==> src/rtl/imm_gen_pkg.sv <==
// imm_gen_pkg: shared opcode constants, format enum, skid FSM states and the
// registered result entry used by imm_gen_pipe / imm_decode.
package imm_gen_pkg;

  localparam logic [6:0] OP_LOAD   = 7'b0000011;
  localparam logic [6:0] OP_IMM    = 7'b0010011;
  localparam logic [6:0] OP_IMM32  = 7'b0011011;
  localparam logic [6:0] OP_JALR   = 7'b1100111;
  localparam logic [6:0] OP_STORE  = 7'b0100011;
  localparam logic [6:0] OP_BRANCH = 7'b1100011;
  localparam logic [6:0] OP_LUI    = 7'b0110111;
  localparam logic [6:0] OP_AUIPC  = 7'b0010111;
  localparam logic [6:0] OP_JAL    = 7'b1101111;
  localparam logic [6:0] OP_SYSTEM = 7'b1110011;

  // Entry fields are sized for the widest legal configuration; the top level
  // uses the low XLEN / TAG_W bits.
  localparam int IMM_MAX = 64;
  localparam int TAG_MAX = 32;

  typedef enum logic [2:0] {
    FMT_I    = 3'd0,
    FMT_S    = 3'd1,
    FMT_B    = 3'd2,
    FMT_U    = 3'd3,
    FMT_J    = 3'd4,
    FMT_SH   = 3'd5,
    FMT_Z    = 3'd6,
    FMT_NONE = 3'd7
  } fmt_e;

  typedef enum logic [1:0] {
    S_EMPTY = 2'd0,
    S_ONE   = 2'd1,
    S_TWO   = 2'd2
  } skid_e;

  typedef struct packed {
    logic [IMM_MAX-1:0] imm;
    fmt_e               fmt;
    logic               illegal;
    logic [TAG_MAX-1:0] tag;
  } entry_t;

  localparam entry_t ENTRY_RST = '{imm: '0, fmt: FMT_NONE, illegal: 1'b0, tag: '0};

  // funct3 values selecting SLLI / SRLI / SRAI (and the W variants)
  function automatic logic is_shift_f3(input logic [2:0] f3);
    return (f3 == 3'b001) || (f3 == 3'b101);
  endfunction

endpackage

==> src/rtl/imm_gen_pipe_decode.sv <==
// imm_decode: combinational RV32I/RV64I immediate decoder.
//   instr   : 32-bit instruction word
//   imm     : immediate extended to XLEN
//   fmt     : format code
//   illegal : opcode has no defined format
module imm_decode
  import imm_gen_pkg::*;
#(
  parameter int XLEN = 64
) (
  input  logic [31:0]     instr,
  output logic [XLEN-1:0] imm,
  output fmt_e            fmt,
  output logic            illegal
);

  logic [6:0] op;
  logic [2:0] f3;

  assign op = instr[6:0];
  assign f3 = instr[14:12];

  // XLEN'(signed) sign-extends; XLEN'(unsigned) zero-extends.
  always_comb begin
    imm     = '0;
    fmt     = FMT_NONE;
    illegal = 1'b0;
    case (op)
      OP_LOAD, OP_JALR: begin
        fmt = FMT_I;
        imm = XLEN'($signed(instr[31:20]));
      end
      OP_IMM: begin
        if (is_shift_f3(f3)) begin
          fmt = FMT_SH;
          imm = (XLEN == 64) ? XLEN'(instr[25:20]) : XLEN'(instr[24:20]);
        end else begin
          fmt = FMT_I;
          imm = XLEN'($signed(instr[31:20]));
        end
      end
      OP_IMM32: begin
        // W shifts are 32-bit ops: shamt is always 5 bits
        if (is_shift_f3(f3)) begin
          fmt = FMT_SH;
          imm = XLEN'(instr[24:20]);
        end else begin
          fmt = FMT_I;
          imm = XLEN'($signed(instr[31:20]));
        end
      end
      OP_STORE: begin
        fmt = FMT_S;
        imm = XLEN'($signed({instr[31:25], instr[11:7]}));
      end
      OP_BRANCH: begin
        fmt = FMT_B;
        imm = XLEN'($signed({instr[31], instr[7], instr[30:25], instr[11:8], 1'b0}));
      end
      OP_LUI, OP_AUIPC: begin
        fmt = FMT_U;
        imm = XLEN'($signed({instr[31:12], 12'b0}));
      end
      OP_JAL: begin
        fmt = FMT_J;
        imm = XLEN'($signed({instr[31], instr[19:12], instr[20], instr[30:21], 1'b0}));
      end
      OP_SYSTEM: begin
        // ECALL/EBREAK/xRET have no immediate but are legal
        if (f3 != 3'b000) begin
          fmt = FMT_Z;
          imm = XLEN'(instr[19:15]);
        end
      end
      default: illegal = 1'b1;
    endcase
  end

endmodule

==> src/rtl/imm_gen_pipe.sv <==
// imm_gen_pipe: registered immediate generator with a 2-entry skid buffer.
//   clk, rst_n        : clock, async active-low reset
//   flush             : sync flush, empties the buffer
//   in_valid/in_ready : input handshake (in_ready registered)
//   in_instr, in_tag  : instruction and sideband tag
//   out_valid/out_ready, out_imm, out_fmt, out_illegal, out_tag : result
//   illegal_cnt       : saturating count of drained illegal results
module imm_gen_pipe
  import imm_gen_pkg::*;
#(
  parameter int XLEN  = 64,
  parameter int TAG_W = 8,
  parameter int CNT_W = 16
) (
  input  logic             clk,
  input  logic             rst_n,
  input  logic             flush,
  input  logic             in_valid,
  output logic             in_ready,
  input  logic [31:0]      in_instr,
  input  logic [TAG_W-1:0] in_tag,
  output logic             out_valid,
  input  logic             out_ready,
  output logic [XLEN-1:0]  out_imm,
  output logic [2:0]       out_fmt,
  output logic             out_illegal,
  output logic [TAG_W-1:0] out_tag,
  output logic [CNT_W-1:0] illegal_cnt
);

  skid_e           state_q, state_d;
  entry_t          main_q, skid_q, in_entry;
  logic [XLEN-1:0] dec_imm;
  fmt_e            dec_fmt;
  logic            dec_illegal;
  logic            accept, drain;
  logic            load_main, load_skid, move_skid;

  imm_decode #(.XLEN(XLEN)) u_dec (
    .instr   (in_instr),
    .imm     (dec_imm),
    .fmt     (dec_fmt),
    .illegal (dec_illegal)
  );

  always_comb begin
    in_entry         = ENTRY_RST;
    in_entry.imm     = IMM_MAX'(dec_imm);
    in_entry.fmt     = dec_fmt;
    in_entry.illegal = dec_illegal;
    in_entry.tag     = TAG_MAX'(in_tag);
  end

  assign out_valid = (state_q != S_EMPTY);
  assign accept    = in_valid & in_ready;
  assign drain     = out_valid & out_ready;

  always_comb begin
    state_d   = state_q;
    load_main = 1'b0;
    load_skid = 1'b0;
    move_skid = 1'b0;
    case (state_q)
      S_EMPTY: if (accept) begin
        state_d   = S_ONE;
        load_main = 1'b1;
      end
      S_ONE: case ({accept, drain})
        2'b10: begin state_d = S_TWO; load_skid = 1'b1; end
        2'b01: state_d = S_EMPTY;
        2'b11: load_main = 1'b1;
        default: ;
      endcase
      S_TWO: if (drain) begin
        state_d   = S_ONE;
        move_skid = 1'b1;
      end
      default: state_d = S_EMPTY;
    endcase
    // flush drops both entries and any same-cycle accept
    if (flush) begin
      state_d   = S_EMPTY;
      load_main = 1'b0;
      load_skid = 1'b0;
      move_skid = 1'b0;
    end
  end

  always_ff @(posedge clk or negedge rst_n) begin
    if (!rst_n) begin
      state_q     <= S_EMPTY;
      in_ready    <= 1'b1;
      main_q      <= ENTRY_RST;
      skid_q      <= ENTRY_RST;
      illegal_cnt <= '0;
    end else begin
      state_q  <= state_d;
      in_ready <= (state_d != S_TWO);
      if (load_main)      main_q <= in_entry;
      else if (move_skid) main_q <= skid_q;
      if (load_skid)      skid_q <= in_entry;
      // counts independently of flush
      if (drain && main_q.illegal && (illegal_cnt != '1))
        illegal_cnt <= illegal_cnt + CNT_W'(1);
    end
  end

  assign out_imm     = main_q.imm[XLEN-1:0];
  assign out_fmt     = main_q.fmt;
  assign out_illegal = main_q.illegal;
  assign out_tag     = main_q.tag[TAG_W-1:0];

  // high bits of the max-width entry are unused in narrower configurations
  logic unused_bits;
  assign unused_bits = ^{main_q.imm, main_q.tag};

endmodule

==> config.mk <==
export PLATFORM = sky130hd
export DESIGN_NAME = imm_gen_pipe
export DESIGN_NICKNAME = d
export VERILOG_FILES = /design/src/rtl/imm_gen_pkg.sv /design/src/rtl/imm_gen_pipe_decode.sv /design/src/rtl/imm_gen_pipe.sv
export SDC_FILE = /design/constraint.sdc
export NUM_CORES = 1
export LEC_CHECK = 0
export BUFFER_PORTS_ARGS = -buffer_cell sky130_fd_sc_hd__buf_2
export CAP_MARGIN = 20
export CORE_UTILIZATION = 53
export CTS_CLUSTER_SIZE = 28
export DETAILED_ROUTE_END_ITERATION = 8
export PLACE_DENSITY_LB_ADDON = 0.3
export SYNTH_ARGS = -nofsm -noshare
export SYNTH_HDL_FRONTEND = slang
export SYNTH_SLANG_ARGS = --single-unit
==> constraint.sdc <==
create_clock -name clk -period 3 [get_ports clk]
set_clock_uncertainty 0.15 [all_clocks]
set_input_delay 0.6 -clock clk [delete_from_list [all_inputs] [get_ports clk]]
set_output_delay 0.6 -clock clk [all_outputs]
set_load 0.01 [all_outputs]
* Yosys cells after proc, flatten, opt, wreduce, memory -nomap -nowiden
Cells that the tools add are included.
Word-level totals: flip-flop bits (word level) 171, input bits 45, output and inout bits 94, logic and storage cells 69
Operators by class: add/subtract/negate cells 1, eq/ne operators 19, multiplexer cells 25, bitwise gates (word level) 2, reductions and logical operators 11
Operators by type and width (count):
- $pmux 64 s8 | 1
- $mux 100 | 2
- $mux 64 | 2
- $eq 7x7->1 const B | 4
- $eq 7x5->1 const B | 3
- $pmux 3 s7 | 1
- $add 16x1->16 const B | 1
- $ne 16x16->1 const B | 1
- $eq 7x6->1 const B | 2
- $mux 1 | 11
- $reduce_or 10->1 | 1
- $eq 7x2->1 const B | 1
- $eq 2x2->1 const B | 3
- $mux 2 | 3
- $pmux 2 s3 | 1
- $reduce_or 2->1 | 3
- $mux 5 | 1
- $eq 2x1->1 const B | 2
- $pmux 2 s2 | 1
- $reduce_bool 2->1 | 2
- $eq 3x1->1 const B | 1
- $eq 3x3->1 const B | 1
- $mux 3 | 1
- $reduce_bool 3->1 | 1
- 6 further kinds | 8

* Logic depth before layout (Yosys ltp)
word-level depth 7, depth in mapped cells 7, mapped depth without buffers 5

* By module
A second synthesis with hierarchy kept.
Unflattened totals: cells, all modules 722, area, all modules 8425.6 um^2
Modules (own cells, without submodules):
- imm_gen_pipe | instances 1, cells each 582, area each 7374.6 um^2, seq. area each 4287.9 um^2
- imm_decode | instances 1, cells each 140, area each 1051.0 um^2, seq. area each 0.0 um^2

* Least setup slack after synthesis
Ideal clock, no wire load.
path type input -> register, from input in_instr[5], to register main_q (netlist bit out_imm[12]), library setup time 94 ps, data arrival time 2040 ps, required time 2756 ps, slack 716 ps, stages 6, buffers on the path 1, cell sequence buf_6 > or3_1 > or4_4 > nand3_2 > a21oi_4 > a221oi_2
On the way: longest elaborated chain between the ends 4, elaborated cells between the ends (all ways) 14, those cells by class eq/ne: 10; mux: 2; reduce/logical: 2
RTL lines:
- start: declaration | line imm_gen_pipe.sv:20 | input logic [31:0] in_instr,
- $eq 7x6->1, or another cell as far along | line imm_gen_pipe_decode.sv:28 | case (op)
- $reduce_or 2->1 | line imm_gen_pipe_decode.sv:28
- $pmux 64 s8 (*) | line imm_gen_pipe_decode.sv:28
- $mux 100 (*) | line imm_gen_pipe.sv:99 | if (load_main) main_q <= in_entry;
- end signal: assignment | line imm_gen_pipe.sv:99
- end signal: assignment | line imm_gen_pipe.sv:100 | else if (move_skid) main_q <= skid_q;
- end: declaration | line imm_gen_pipe.sv:32 | entry_t main_q, skid_q, in_entry;
Every way passes the cells marked *; elsewhere a longest branch is shown, timed or not. A chain may end at the register's enable or synchronous reset.

* Worst setup path after layout
from register in_ready, to register main_q (netlist bit out_fmt[1])
On the way: longest elaborated chain between the ends 6, elaborated cells between the ends (all ways) 8, those cells by class eq/ne: 1; mux: 5; bitwise: 1; reduce/logical: 1
RTL lines:
- start: declaration | line imm_gen_pipe.sv:19 | output logic in_ready,
- start signal: assignment | line imm_gen_pipe.sv:98 | in_ready <= (state_d != S_TWO);
- $and 1x1->1 (*) | line imm_gen_pipe.sv:55 | assign accept = in_valid & in_ready;
- $eq 2x2->1 | line imm_gen_pipe.sv:68 | S_ONE: case ({accept, drain})
- $mux 1 | line imm_gen_pipe.sv:68
- $pmux 1 s2 (*) | line imm_gen_pipe.sv:63 | case (state_q)
- $mux 1 (*) | line imm_gen_pipe.sv:81 | if (flush) begin
- $mux 100 or $reduce_bool 2->1 (tied branches)
Marks and branches as above.

==> impl_metrics.env <==
export IMPL_ys_seq_area_frac=0.501
export IMPL_synth_main_ff_cell="dfrtp_1"
export IMPL_multi_input_area_um2=2270
export IMPL_grt_max_degree=60
export IMPL_antenna_found_initial=0
export IMPL_synthArstFlopShare=1.00
export IMPL_cp_buffers_inverters=1
export IMPL_met1_length_um=5760
export IMPL_top_layer="met4"
export IMPL_ff_latch_area_um2=2690
export IMPL_syn2layout_area_growth_pct=16.1
export IMPL_drt_iter0_drc=232
export IMPL_path_cells="nand2_1 > or3_1 > a21oi_4 > buf_4 > mux2_2"
export IMPL_grt_pass1_vias=4272
export IMPL_wl_met2_um=6030
export IMPL_synthDistinctLibCells=54
export IMPL_synth_edff_count=0
export IMPL_dr_wl_met3_um=796
export IMPL_min_path_type="input port to flop"
export IMPL_ir_drop_mv=0.325
export IMPL_final_max_slew_viol_count=0
export IMPL_gp_congestion=0.931
export IMPL_combPwrFrac=0.254
export IMPL_post_cts_resized=0
export IMPL_max_freq_ghz=0.415
export IMPL_vias=4564
export IMPL_drtAntennaViolNets=0
export IMPL_power_per_cell_area_nw_per_um2=622
export IMPL_r2r_cells=5
export IMPL_clk_pin_slew_ns=0.11
export IMPL_fp_dieH_um=103
export IMPL_hpwlAfterDp_um=9040
export IMPL_grt_setup_unrepaired="no"
export IMPL_die_w_um=103
export IMPL_synthesis_nets=614
export IMPL_critical_path_startpoint_type="flop"
export IMPL_min_path_cells=3
export IMPL_switchingPower_w=0.00124
export IMPL_core_area_um2=9770
export IMPL_wl_um=12800
export IMPL_start_util=0.548
export IMPL_insertion_delay_ns=0.38
export IMPL_cp_slowest_cell="or3_1"
export IMPL_path_max_fanout=17
export IMPL_tritoncts="built"
export IMPL_num_rows=36
export IMPL_mappedNetlistArea_um2=5360
export IMPL_worst_ep_required_time_ns=3.16
export IMPL_status="finished clean"
export IMPL_final_util=0.637
export IMPL_drc=0
export IMPL_slew_headroom=0.272
export IMPL_grt_ovfl_total=0
export IMPL_pin_count=139
export IMPL_p_seq_frac=0.499
export IMPL_drt_pass1_iter_count=5
export IMPL_cts_root_buf="clkbuf_8"
export IMPL_filler_cell_count=843
export IMPL_cp_startpoint="in_ready"
export IMPL_grt_pass1_wl_um=20600
export IMPL_cts_buffer_depth=2
export IMPL_cellLeakagePower_nw=2.91
export IMPL_via_per_inst=5.69
export IMPL_antennaDiodeCount=0
export IMPL_rrSetupSlack_ns=0.59
export IMPL_worstMarginPinSlew_ns=1.09
export IMPL_synth_seq_cells=107
export IMPL_synthCells=568
export IMPL_hold_viol_final=0
export IMPL_cp_end_kind="flop"
export IMPL_wl_per_cell_um=16.0
export IMPL_holdWs_ns=0.279
export IMPL_ys_warn_count=0
export IMPL_drive_gt1_frac=0.311
export IMPL_r2r_end="out_fmt[1]"
export IMPL_slowest_delay_ns=0.62
export IMPL_final_setup_tns_ns=0
export IMPL_cts_htree_levels=3
export IMPL_die_area_um2=10500
export IMPL_critPathKind="flop to flop"
export IMPL_clkPwrFrac=0.247
export IMPL_grt_usage=0.257
export IMPL_p_sw_frac=0.321
export IMPL_p_int_w=0.00263
export IMPL_r2r_start="in_ready"
export IMPL_io_buffers=138
export IMPL_period_share=0.803
export IMPL_nets=710
export IMPL_clkSinkCount=107
export IMPL_fin_crit_ns=2.41
export IMPL_crit_cells=5
export IMPL_cts_buffers=9
export IMPL_cap_violations=0
export IMPL_cts_setup_buffers=0
export IMPL_critical_path_top_delay_family="simple AND/OR/NAND/NOR gates"
export IMPL_crit_end="out_fmt[1]"
export IMPL_finalSetupViolCount=0
export IMPL_cp_data_arrival_time_ns=2.57
export IMPL_syn_area_per_cell_um2=9.43
[worst register-to-register path: stages (launching register included)]
cell     delay, ns
dfstp_2       0.55
nand2_1       0.16
or3_1         0.62
a21oi_4       0.23
buf_4         0.27
mux2_2        0.36
[cells by family (layout without fill, tap and decap cells)]
group / count (synthesis) / in the layout / share of synthesized area
DFF: 107 / 107 / 0.501
AOI/OAI and AO/OA: 132 / 132 / 0.185
adders and majority gates: 1 / 1 / 0.00233
muxes: 4 / 4 / 0.00794
and+or+nand+nor: 236 / 236 / 0.201
xor gates and xnor gates: 13 / 13 / 0.0212
buffers and inverters: 75 / 176 / 0.0810
[power groups by stage]
stage          registers (W)  clock network [W]  logic (W)
2_1_floorplan        0.00199                  0   0.000632
3_3_place_gp         0.00194                  0   0.000964
3_5_place_dp         0.00196                  0   0.000989
4_1_cts              0.00193           0.000978   0.000993
5_1_grt              0.00197            0.00103    0.00111
6_report             0.00193           0.000959   0.000983
[worst min-delay path by stage]
| stage | start | to |
|---|---|---|
| floorplan | rst_n | illegal_cnt[0] |
| global placement | skid_q[2] | skid_q[2] |
| detailed placement | skid_q[2] | skid_q[2] |
| CTS | in_tag[6] | skid_q[6] |
| global route | in_tag[2] | skid_q[2] |
| finish | in_tag[6] | skid_q[6] |
[cells in the final DEF (no fill, tap or decap), drive strengths merged, types with 2 or more instances in the layout]
cell    netlist  layout
dfstp         7       7
nand4         9       9
clkbuf       22      12
nand4b        2       2
or4           3       3
a221oi       11      11
o221ai        2       2
nand2b       13      13
buf          48     154
nand3         8       8
nor2         69      69
inv           5       6
or2           2       2
o21ai        20      20
nor2b         7       7
a21oi        11      11
mux2          2       2
and4          3       3
o21a          2       2
dfrtp       100     100
xnor2        12      12
mux2i         2       2
and3         10      10
a32oi         5       5
a41oi         2       2
or3           2       2
a22o          4       4
nand2        93      93
a31oi        47      47
o22ai        21      21
nor3         12      12
[registers in the layout, indices dropped and copies added, names as in the netlist]
signal	flops
skid_q	44
out_imm	32
illegal_cnt	16
out_tag	8
out_fmt	3
state_q	2
in_ready	1
out_illegal	1
[through the flow]
| step | power, W | setup slack, ns | instances | instance area (um^2) |
|---|---|---|---|---|
| floorplan | 0.00262 | 0.716 | 568 | 5360 |
| global placement | 0.00290 | 0.355 | 785 | 5990 |
| detailed placement | 0.00295 | 0.228 | 785 | 5990 |
| CTS | 0.00390 | 0.597 | 802 | 6220 |
| global route | 0.00412 | 0.473 | 802 | 6220 |
| finish | 0.00387 | 0.590 | 802 | 6220 |
[synthesized netlist by cell type, drive strengths merged (2+ instances only)]
master	count	area share
xnor2	12	0.020
a22o	4	0.0065
nor3	12	0.012
a41oi	2	0.0033
nor2b	7	0.0082
mux2i	2	0.0037
clkbuf	22	0.015
dfrtp	100	0.47
mux2	2	0.0042
a21oi	11	0.012
buf	48	0.062
o21ai	20	0.019
or3	2	0.0023
nor2	69	0.048
nand2	93	0.065
nand2b	13	0.015
or2	2	0.0023
a31oi	47	0.065
nand3	8	0.0084
o21a	2	0.0028
dfstp	7	0.034
or4	3	0.0049
inv	5	0.0035
o22ai	21	0.025
a32oi	5	0.0082
o221ai	2	0.0033
nand4	9	0.011
nand4b	2	0.0033
a221oi	11	0.027
and3	10	0.012
and4	3	0.0049
[metal layers]
layer,track usage,vias to the layer above
met3,0.0386,15
li1,-,2168
met5,0,-
met1,0.353,2200
met4,0.103,0
met2,0.411,181
[cell type report]
cell class | instances | share of cell area
repair buffers | 155 | 0.138
multi-input cells | 386 | 0.365
clock inverters | 4 | 0.00885
well taps | 133 | 0.0267
clock buffers | 12 | 0.0265
flip-flops and latches | 107 | 0.432
inverters | 5 | 0.00302
[timing repair]
action,in CTS,in global routing
endpoints found under the setup margin,0,0
hold endpoints to repair,19,0
hold buffers,1,0
Power figures use the tool's default switching activity.
